`src/rtl/wb_mtimer_pkg.sv`:
```
// ----------------------------------------------------------------------------
// wb_mtimer_pkg : register map and CTRL bit layout for wb_mtimer.  Rev 1.0
// ----------------------------------------------------------------------------
`default_nettype none

package wb_mtimer_pkg;

  // Per-channel register select, taken from wb_adr_i[3:2]
  typedef enum logic [1:0] {
    REG_CTRL    = 2'd0,
    REG_COMPARE = 2'd1,
    REG_COUNTER = 2'd2,
    REG_RSVD    = 2'd3
  } reg_sel_e;

  localparam int CTRL_EN    = 0;
  localparam int CTRL_AR    = 1;
  localparam int CTRL_IRQEN = 2;
  localparam int CTRL_CLR   = 3;
  localparam int CTRL_PEND  = 4;

  localparam int         DEC_W           = 7;       // wb_adr_i[8:2]
  localparam logic [DEC_W-1:0] IRQ_STATUS_WADR = 7'h40;   // byte 0x100

endpackage

`default_nettype wire

```
`src/rtl/wb_mtimer_chan.sv`:
```
// ----------------------------------------------------------------------------
// wb_mtimer_chan : one timer channel (CTRL, COMPARE, COUNTER, match). Rev 1.0
// ----------------------------------------------------------------------------
`default_nettype none

module wb_mtimer_chan
  import wb_mtimer_pkg::*;
#(
  parameter int WIDTH = 32
) (
  input  logic             clk,
  input  logic             rst,
  input  logic             tick,
  input  logic             we_ctrl,
  input  logic             we_compare,
  input  logic             we_counter,
  input  logic             pend_clr,
  input  logic [WIDTH-1:0] wdata,
  output logic [31:0]      ctrl_rd,
  output logic [31:0]      compare_rd,
  output logic [31:0]      counter_rd,
  output logic             pend,
  output logic             irq
);

  logic             r_en;
  logic             r_ar;
  logic             r_irqen;
  logic             r_pend;
  logic [WIDTH-1:0] r_compare;
  logic [WIDTH-1:0] r_counter;

  logic w_run;
  logic w_match;

  assign w_run   = tick & r_en;
  assign w_match = w_run & (r_counter == r_compare);

  // Bus writes are placed after the hardware update so they take priority.
  always_ff @(posedge clk) begin
    if (rst) begin
      r_en      <= 1'b0;
      r_ar      <= 1'b0;
      r_irqen   <= 1'b0;
      r_pend    <= 1'b0;
      r_compare <= '0;
      r_counter <= '0;
    end else begin
      if (w_match) begin
        if (r_ar) r_counter <= '0;
        else      r_en      <= 1'b0;
      end else if (w_run) begin
        r_counter <= r_counter + WIDTH'(1);
      end

      if (we_ctrl) begin
        r_en    <= wdata[CTRL_EN];
        r_ar    <= wdata[CTRL_AR];
        r_irqen <= wdata[CTRL_IRQEN];
        if (wdata[CTRL_CLR]) r_counter <= '0;
      end
      if (we_compare) r_compare <= wdata;
      if (we_counter) r_counter <= wdata;

      if (w_match)       r_pend <= 1'b1;
      else if (pend_clr) r_pend <= 1'b0;
    end
  end

  always_comb begin
    ctrl_rd             = '0;
    ctrl_rd[CTRL_EN]    = r_en;
    ctrl_rd[CTRL_AR]    = r_ar;
    ctrl_rd[CTRL_IRQEN] = r_irqen;
    ctrl_rd[CTRL_PEND]  = r_pend;
  end

  assign compare_rd = 32'(r_compare);
  assign counter_rd = 32'(r_counter);
  assign pend       = r_pend;
  assign irq        = r_pend & r_irqen;

endmodule

`default_nettype wire

```
`src/rtl/wb_mtimer.sv`:
```
// ----------------------------------------------------------------------------
// wb_mtimer : Wishbone multi-channel timer/compare unit with prescaler. Rev 1.0
// ----------------------------------------------------------------------------
`default_nettype none

module wb_mtimer
  import wb_mtimer_pkg::*;
#(
  parameter int CHANNELS = 2,
  parameter int WIDTH    = 32,
  parameter int PRESCALE = 1
) (
  input  logic                clk,
  input  logic                rst,
  input  logic [31:0]         wb_adr_i,
  input  logic [31:0]         wb_dat_i,
  output logic [31:0]         wb_dat_o,
  input  logic [3:0]          wb_sel_i,
  input  logic                wb_stb_i,
  input  logic                wb_cyc_i,
  input  logic                wb_we_i,
  output logic                wb_ack_o,
  output logic [CHANNELS-1:0] intr
);

  localparam int PW = (PRESCALE > 1) ? $clog2(PRESCALE) : 1;

  logic [PW-1:0] r_presc;
  logic          w_tick;

  assign w_tick = (r_presc == PW'(PRESCALE - 1));

  always_ff @(posedge clk) begin
    if (rst)         r_presc <= '0;
    else if (w_tick) r_presc <= '0;
    else             r_presc <= r_presc + PW'(1);
  end

  logic     w_access;
  logic     w_wr;
  logic     w_chan_space;
  logic     w_status_hit;
  logic [3:0] w_chan;
  reg_sel_e w_reg;
  logic     w_unused;

  assign w_access     = wb_cyc_i & wb_stb_i & ~wb_ack_o;
  assign w_wr         = w_access & wb_we_i & (wb_sel_i == 4'hF);
  assign w_chan       = wb_adr_i[7:4];
  assign w_reg        = reg_sel_e'(wb_adr_i[3:2]);
  assign w_chan_space = ~wb_adr_i[8];
  assign w_status_hit = (wb_adr_i[8:2] == IRQ_STATUS_WADR);
  assign w_unused     = ^{wb_adr_i[31:9], wb_adr_i[1:0], wb_dat_i};

  logic [31:0]         w_ctrl_rd    [CHANNELS];
  logic [31:0]         w_compare_rd [CHANNELS];
  logic [31:0]         w_counter_rd [CHANNELS];
  logic [CHANNELS-1:0] w_pend;

  generate
    for (genvar i = 0; i < CHANNELS; i++) begin : g_chan
      logic w_hit;
      assign w_hit = w_wr & w_chan_space & (w_chan == 4'(i));

      wb_mtimer_chan #(
        .WIDTH (WIDTH)
      ) u_chan (
        .clk        (clk),
        .rst        (rst),
        .tick       (w_tick),
        .we_ctrl    (w_hit & (w_reg == REG_CTRL)),
        .we_compare (w_hit & (w_reg == REG_COMPARE)),
        .we_counter (w_hit & (w_reg == REG_COUNTER)),
        .pend_clr   ((w_hit & (w_reg == REG_CTRL) & wb_dat_i[CTRL_PEND]) |
                     (w_wr & w_status_hit & wb_dat_i[i])),
        .wdata      (wb_dat_i[WIDTH-1:0]),
        .ctrl_rd    (w_ctrl_rd[i]),
        .compare_rd (w_compare_rd[i]),
        .counter_rd (w_counter_rd[i]),
        .pend       (w_pend[i]),
        .irq        (intr[i])
      );
    end
  endgenerate

  logic [31:0] w_rdata;

  always_comb begin
    w_rdata = '0;
    if (w_status_hit) begin
      w_rdata = 32'(w_pend);
    end else begin
      for (int i = 0; i < CHANNELS; i++) begin
        if (w_chan_space && (w_chan == 4'(i))) begin
          case (w_reg)
            REG_CTRL:    w_rdata = w_ctrl_rd[i];
            REG_COMPARE: w_rdata = w_compare_rd[i];
            REG_COUNTER: w_rdata = w_counter_rd[i];
            REG_RSVD:    w_rdata = '0;
            default:     w_rdata = '0;
          endcase
        end
      end
    end
  end

  // Read data is captured with the ack so it stays stable for the ack cycle.
  always_ff @(posedge clk) begin
    if (rst) begin
      wb_ack_o <= 1'b0;
      wb_dat_o <= '0;
    end else begin
      wb_ack_o <= w_access;
      wb_dat_o <= w_access ? w_rdata : 32'd0;
    end
  end

endmodule

`default_nettype wire

```
`config.mk`:
```
export PLATFORM = sky130hd
export DESIGN_NAME = wb_mtimer
export DESIGN_NICKNAME = d
export VERILOG_FILES = /design/src/rtl/wb_mtimer_pkg.sv /design/src/rtl/wb_mtimer_chan.sv /design/src/rtl/wb_mtimer.sv
export SDC_FILE = /design/constraint.sdc
export NUM_CORES = 1
export LEC_CHECK = 0
export CAP_MARGIN = 20
export CORE_UTILIZATION = 30
export CTS_BUF_LIST = sky130_fd_sc_hd__clkbuf_4 sky130_fd_sc_hd__clkbuf_8
export CTS_CLUSTER_DIAMETER = 200
export DETAILED_ROUTE_END_ITERATION = 7
export SYNTH_ARGS = -nofsm -noshare
export SYNTH_HDL_FRONTEND = slang
export SYNTH_HIERARCHICAL = 1
export SYNTH_SLANG_ARGS = --single-unit
```
`constraint.sdc`:
```
create_clock -name clk -period 6.6 [get_ports clk]
set_input_delay 1.65 -clock clk [delete_from_list [all_inputs] [get_ports clk]]
set_output_delay 1.65 -clock clk [all_outputs]
set_load 0.03 [all_outputs]
```
==> results by stage <==
Outcome:
- The run finished with clean final reports.

Synth:
- The gate count after technology mapping is 1266.
- By area the synthesized netlist is led by sky130_fd_sc_hd__dfxtp_1 (31%), sky130_fd_sc_hd__mux2i_1 (12%), sky130_fd_sc_hd__xnor2_1 (5.8%).
- Among all cell types in the netlist, the one instantiated most often is sky130_fd_sc_hd__dfxtp_1.
- The mean area per synthesized cell is 8.580 µm².
- The distinct cell type count after synthesis is 70.
- The sequential-to-total area share from yosys stat is 31.33%.
- For this run, the leading register cell type out of synthesis is sky130_fd_sc_hd__dfxtp_1.
- Of all cell types, the one taking the most synthesized area is sky130_fd_sc_hd__dfxtp_1.
- The number of enable flip-flop cells after synthesis is 0.
- For this run, asynchronously set or reset flops after synthesis account for 0%.
- Ranked by instance count, the synthesized netlist is headed by sky130_fd_sc_hd__dfxtp_1 (170), sky130_fd_sc_hd__mux2i_1 (134), sky130_fd_sc_hd__nor2_1 (134).
- The post-synthesis sequential element count is 170.
- Yosys printed 6 warnings.
- Of the post-synthesis cell area, the dominant cell type holds 31.33%.
- The mapped netlist covers 10860 µm².

Cells and area:
- The post-route netlist has 7.770% of its cells at a drive strength greater than 1.
- The number of inserted filler cells in the final layout is 3777.
- The number of antenna diodes in the final layout is 0.
- Across the whole layout, storage elements account for 3403 µm².
- After the last flow step, the layout net total stands at 1349.
- Compared with the post-synthesis result, the final layout area differs by 9.838%.
- The area used by multi-input combinational logic is 6531 µm².

Floorplanning:
- For this configuration, the core starts out at a cell density of 30.54%.
- The die width is 192.3 µm.
- The die is 192.3 µm tall.
- The core region is 35570 µm².
- The full die area is 36970 µm².
- The total number of placement rows is 69.
- The top-level port count is 108.

Global routing:
- The met3 track utilization from global routing is 2.873%.
- The number of global-route vias before repair is 8673.
- The global-route total usage across every layer is 19.20%.
- The first global-routing pass estimated 53610 µm of wire.
- For met2 alone, demand over resource in global routing was 30.63%.
- The met1 layer usage reported by global route is 26.43%.
- Entering global routing, the biggest net connects 78 pins.
- The most used routing layer is met2.
- The residual overflow from global routing is 0.
- The initial antenna violation count is 1.

STA:
- The number of hold violations in the final report is 0.
- After layout, the worst path uses 69.50% of the clock period.
- The clock arrives with 0.01393 ns of skew.
- The clock period could shrink to 4.587 ns.
- The final worst-path setup slack is 2.013 ns.
- For the pin with the worst max-slew slack, the measured transition is 1.058 ns.
- In the final timing run, aggregate negative setup slack is 0 ns.
- Setup repair after global routing left no endpoint under its margin.
- The smallest hold slack is 0.5245 ns.
- Measured against its own limit, the worst slew margin works out to 29.30%.
- Setup violations remaining at the end of the flow were counted as 0.
- The total count of max-transition violations in the final report is 0.
- The achievable frequency is 218.0 MHz.

Clock tree:
- The insertion delay of the later-clocked pin in the worst-skew pair is 0.49 ns.
- The TritonCTS clock tree is built.
- The count of hold-fix buffers inserted at cts is 0.
- CTS saw 170 sinks.
- The number of buffers between clock root and the deepest sink is 2.
- Buffers added to address setup during post-CTS repair amount to 0.
- Buffers inserted during clock tree synthesis total 17.
- The H-tree generated during clock tree synthesis spans 4 levels.
- Gates resized during post-CTS repair numbered 0.
- The root cell of the clock tree is sky130_fd_sc_hd__clkbuf_8.
- After clock tree synthesis, the clock-pin slew on the worst setup and hold paths is 0.09 ns.

Setup path:
- For the worst setup path, the data arrival time is 4.92 ns.
- The type of origin of the critical path is an input pin.
- The critical path goes through clkdlybuf4s50_1, or3_4, nor3_4, buf_4, nand2_1, nor3_1, buf_4, a21o_1, nor3_1, and3_1, a222oi_1, o22ai_1.
- The start-to-end type of the worst setup path is in2reg.
- The standard cell with the maximum stage delay on the critical path is sky130_fd_sc_hd__clkdlybuf4s50_1.
- The required arrival time at the worst endpoint is 6.93 ns.
- For this run, the slowest stage of the critical path takes 0.46 ns.
- In this run the worst path has a maximum fanout of 34.
- The worst setup path is captured at a flop.

Pwr:
- The total power per unit cell area is 167.2 nW/µm².
- The static leakage is 3.798 nW.
- VDD sags by at most 0.1096 mV.
- After layout, the design draws a total of 1.995 mW.

Placement:
- The port buffer count is 82.
- Routability-driven placement finished with a final weighted congestion of 0.9393.
- The pre-CTS worst setup slack is 1.551 ns.
- Detailed placement ended at an HPWL of 25620 µm.

Routing:
- The number of optimization iterations in the first detailed-route pass is 6.
- Summed over all layers, the routed wires come to 35360 µm.
- The remaining routing DRC violations is 0.
- In this run, the number of DRC markers left after iteration 0 of detailed routing was 1154.
- In this run the remaining antenna-violating nets after routing total 0.
- The routed wirelength normalized by instance count is 20.23 µm.
- The detailed router placed 9479 vias in this run.
- The via count normalized by instance count is 5.423.

Hold path:
- The tightest min-delay check is of the reg2reg type.

Job:
- The number of maximum-capacitance constraint violations is 0.
## worst max-delay path: cells and delay by family
kind | cells | cell delay (ns)
buffers and inverters | 3 | 1.04
AND/OR/NAND/NOR | 6 | 1.40
AO/OA/AOI/OAI | 3 | 0.80
## where the power goes
group	internal [mW]	leakage, nW	switching (mW)
logic	0.0510	2.23	0.101
clock network	0.392	0.201	0.425
registers	1.03	1.37	0.000320
## metrics by stage
step | instances | utilization, % | cell area [µm²]
finish | 1748 | 33.54 | 11930
global route | 1748 | 33.54 | 11930
CTS | 1748 | 33.54 | 11930
detailed placement | 1716 | 32.36 | 11510
global placement | 1716 | 32.36 | 11510
floorplan | 1320 | - | 11060
## state kept, by name (all words and copies together), names as in the netlist
register and cells:
g_chan.u_chan/r_en 2, g_chan.u_chan/compare_rd 64, g_chan.u_chan/r_irqen 2, wb_dat_o 32
g_chan.u_chan/pend 2, g_chan.u_chan/counter_rd 64, r_presc 1, g_chan.u_chan/r_ar 2
wb_ack_o 1
## layer usage
metal | routed length (µm) | vias to the layer above
met4 | 937 | 2
met3 | 2201 | 52
met5 | 13 | -
met2 | 16320 | 330
li1 | - | 4528
met1 | 15880 | 4567
## cell families (layout without fill, tap and decap cells)
kind of cell	count (synthesis)	count (layout)	share of synthesized area, %
buf+inv	176	143	10.71
mux	134	134	12.35
flops	170	170	31.33
simple gates	413	413	19.10
fa+ha+maj	2	2	0.2304
other cells	3	57	0.1037
xor+xnor	80	80	6.589
compound gates	288	288	19.58
## layout make-up
| type | count | share of cell area (%) |
|---|---|---|
| Tap cell | 461 | 4.835 |
| Sequential cell | 170 | 28.53 |
| Multi-Input combinational cell | 974 | 54.75 |
| Timing Repair Buffer | 103 | 8.117 |
| Clock buffer | 20 | 2.150 |
| Clock inverter | 12 | 1.374 |
| Inverter | 8 | 0.2517 |
## placed cells by master, fill, tap and decap left out, types with 23 or more instances in the layout
| master | n |
|---|---|
| sky130_fd_sc_hd__conb_1 | 57 |
| sky130_fd_sc_hd__dfxtp_1 | 170 |
| sky130_fd_sc_hd__buf_4 | 23 |
| sky130_fd_sc_hd__xnor2_1 | 72 |
| sky130_fd_sc_hd__a21oi_1 | 44 |
| sky130_fd_sc_hd__o21ai_0 | 30 |
| sky130_fd_sc_hd__clkdlybuf4s50_1 | 79 |
| sky130_fd_sc_hd__a22oi_1 | 66 |
| sky130_fd_sc_hd__nand4_1 | 48 |
| sky130_fd_sc_hd__nand2_1 | 97 |
| sky130_fd_sc_hd__nor3_1 | 39 |
| sky130_fd_sc_hd__mux2i_1 | 134 |
| sky130_fd_sc_hd__o2bb2ai_1 | 64 |
| sky130_fd_sc_hd__nor2_1 | 130 |
## worst paths after layout
check / from / to / cells after the start / slack (ns)
worst max-delay path: wb_adr_i[8] / g_chan[0].u_chan/counter_rd[25] / 12 / 2.01
worst max register to register: g_chan[1].u_chan/counter_rd[4] / g_chan[1].u_chan/counter_rd[25] / 6 / 2.87
worst min-delay path: g_chan[0].u_chan/pend / g_chan[0].u_chan/pend / 2 / 0.52
worst min register to register: g_chan[0].u_chan/pend / g_chan[0].u_chan/pend / 2 / 0.52
No activity file was read; power rests on OpenSTA's default activity.
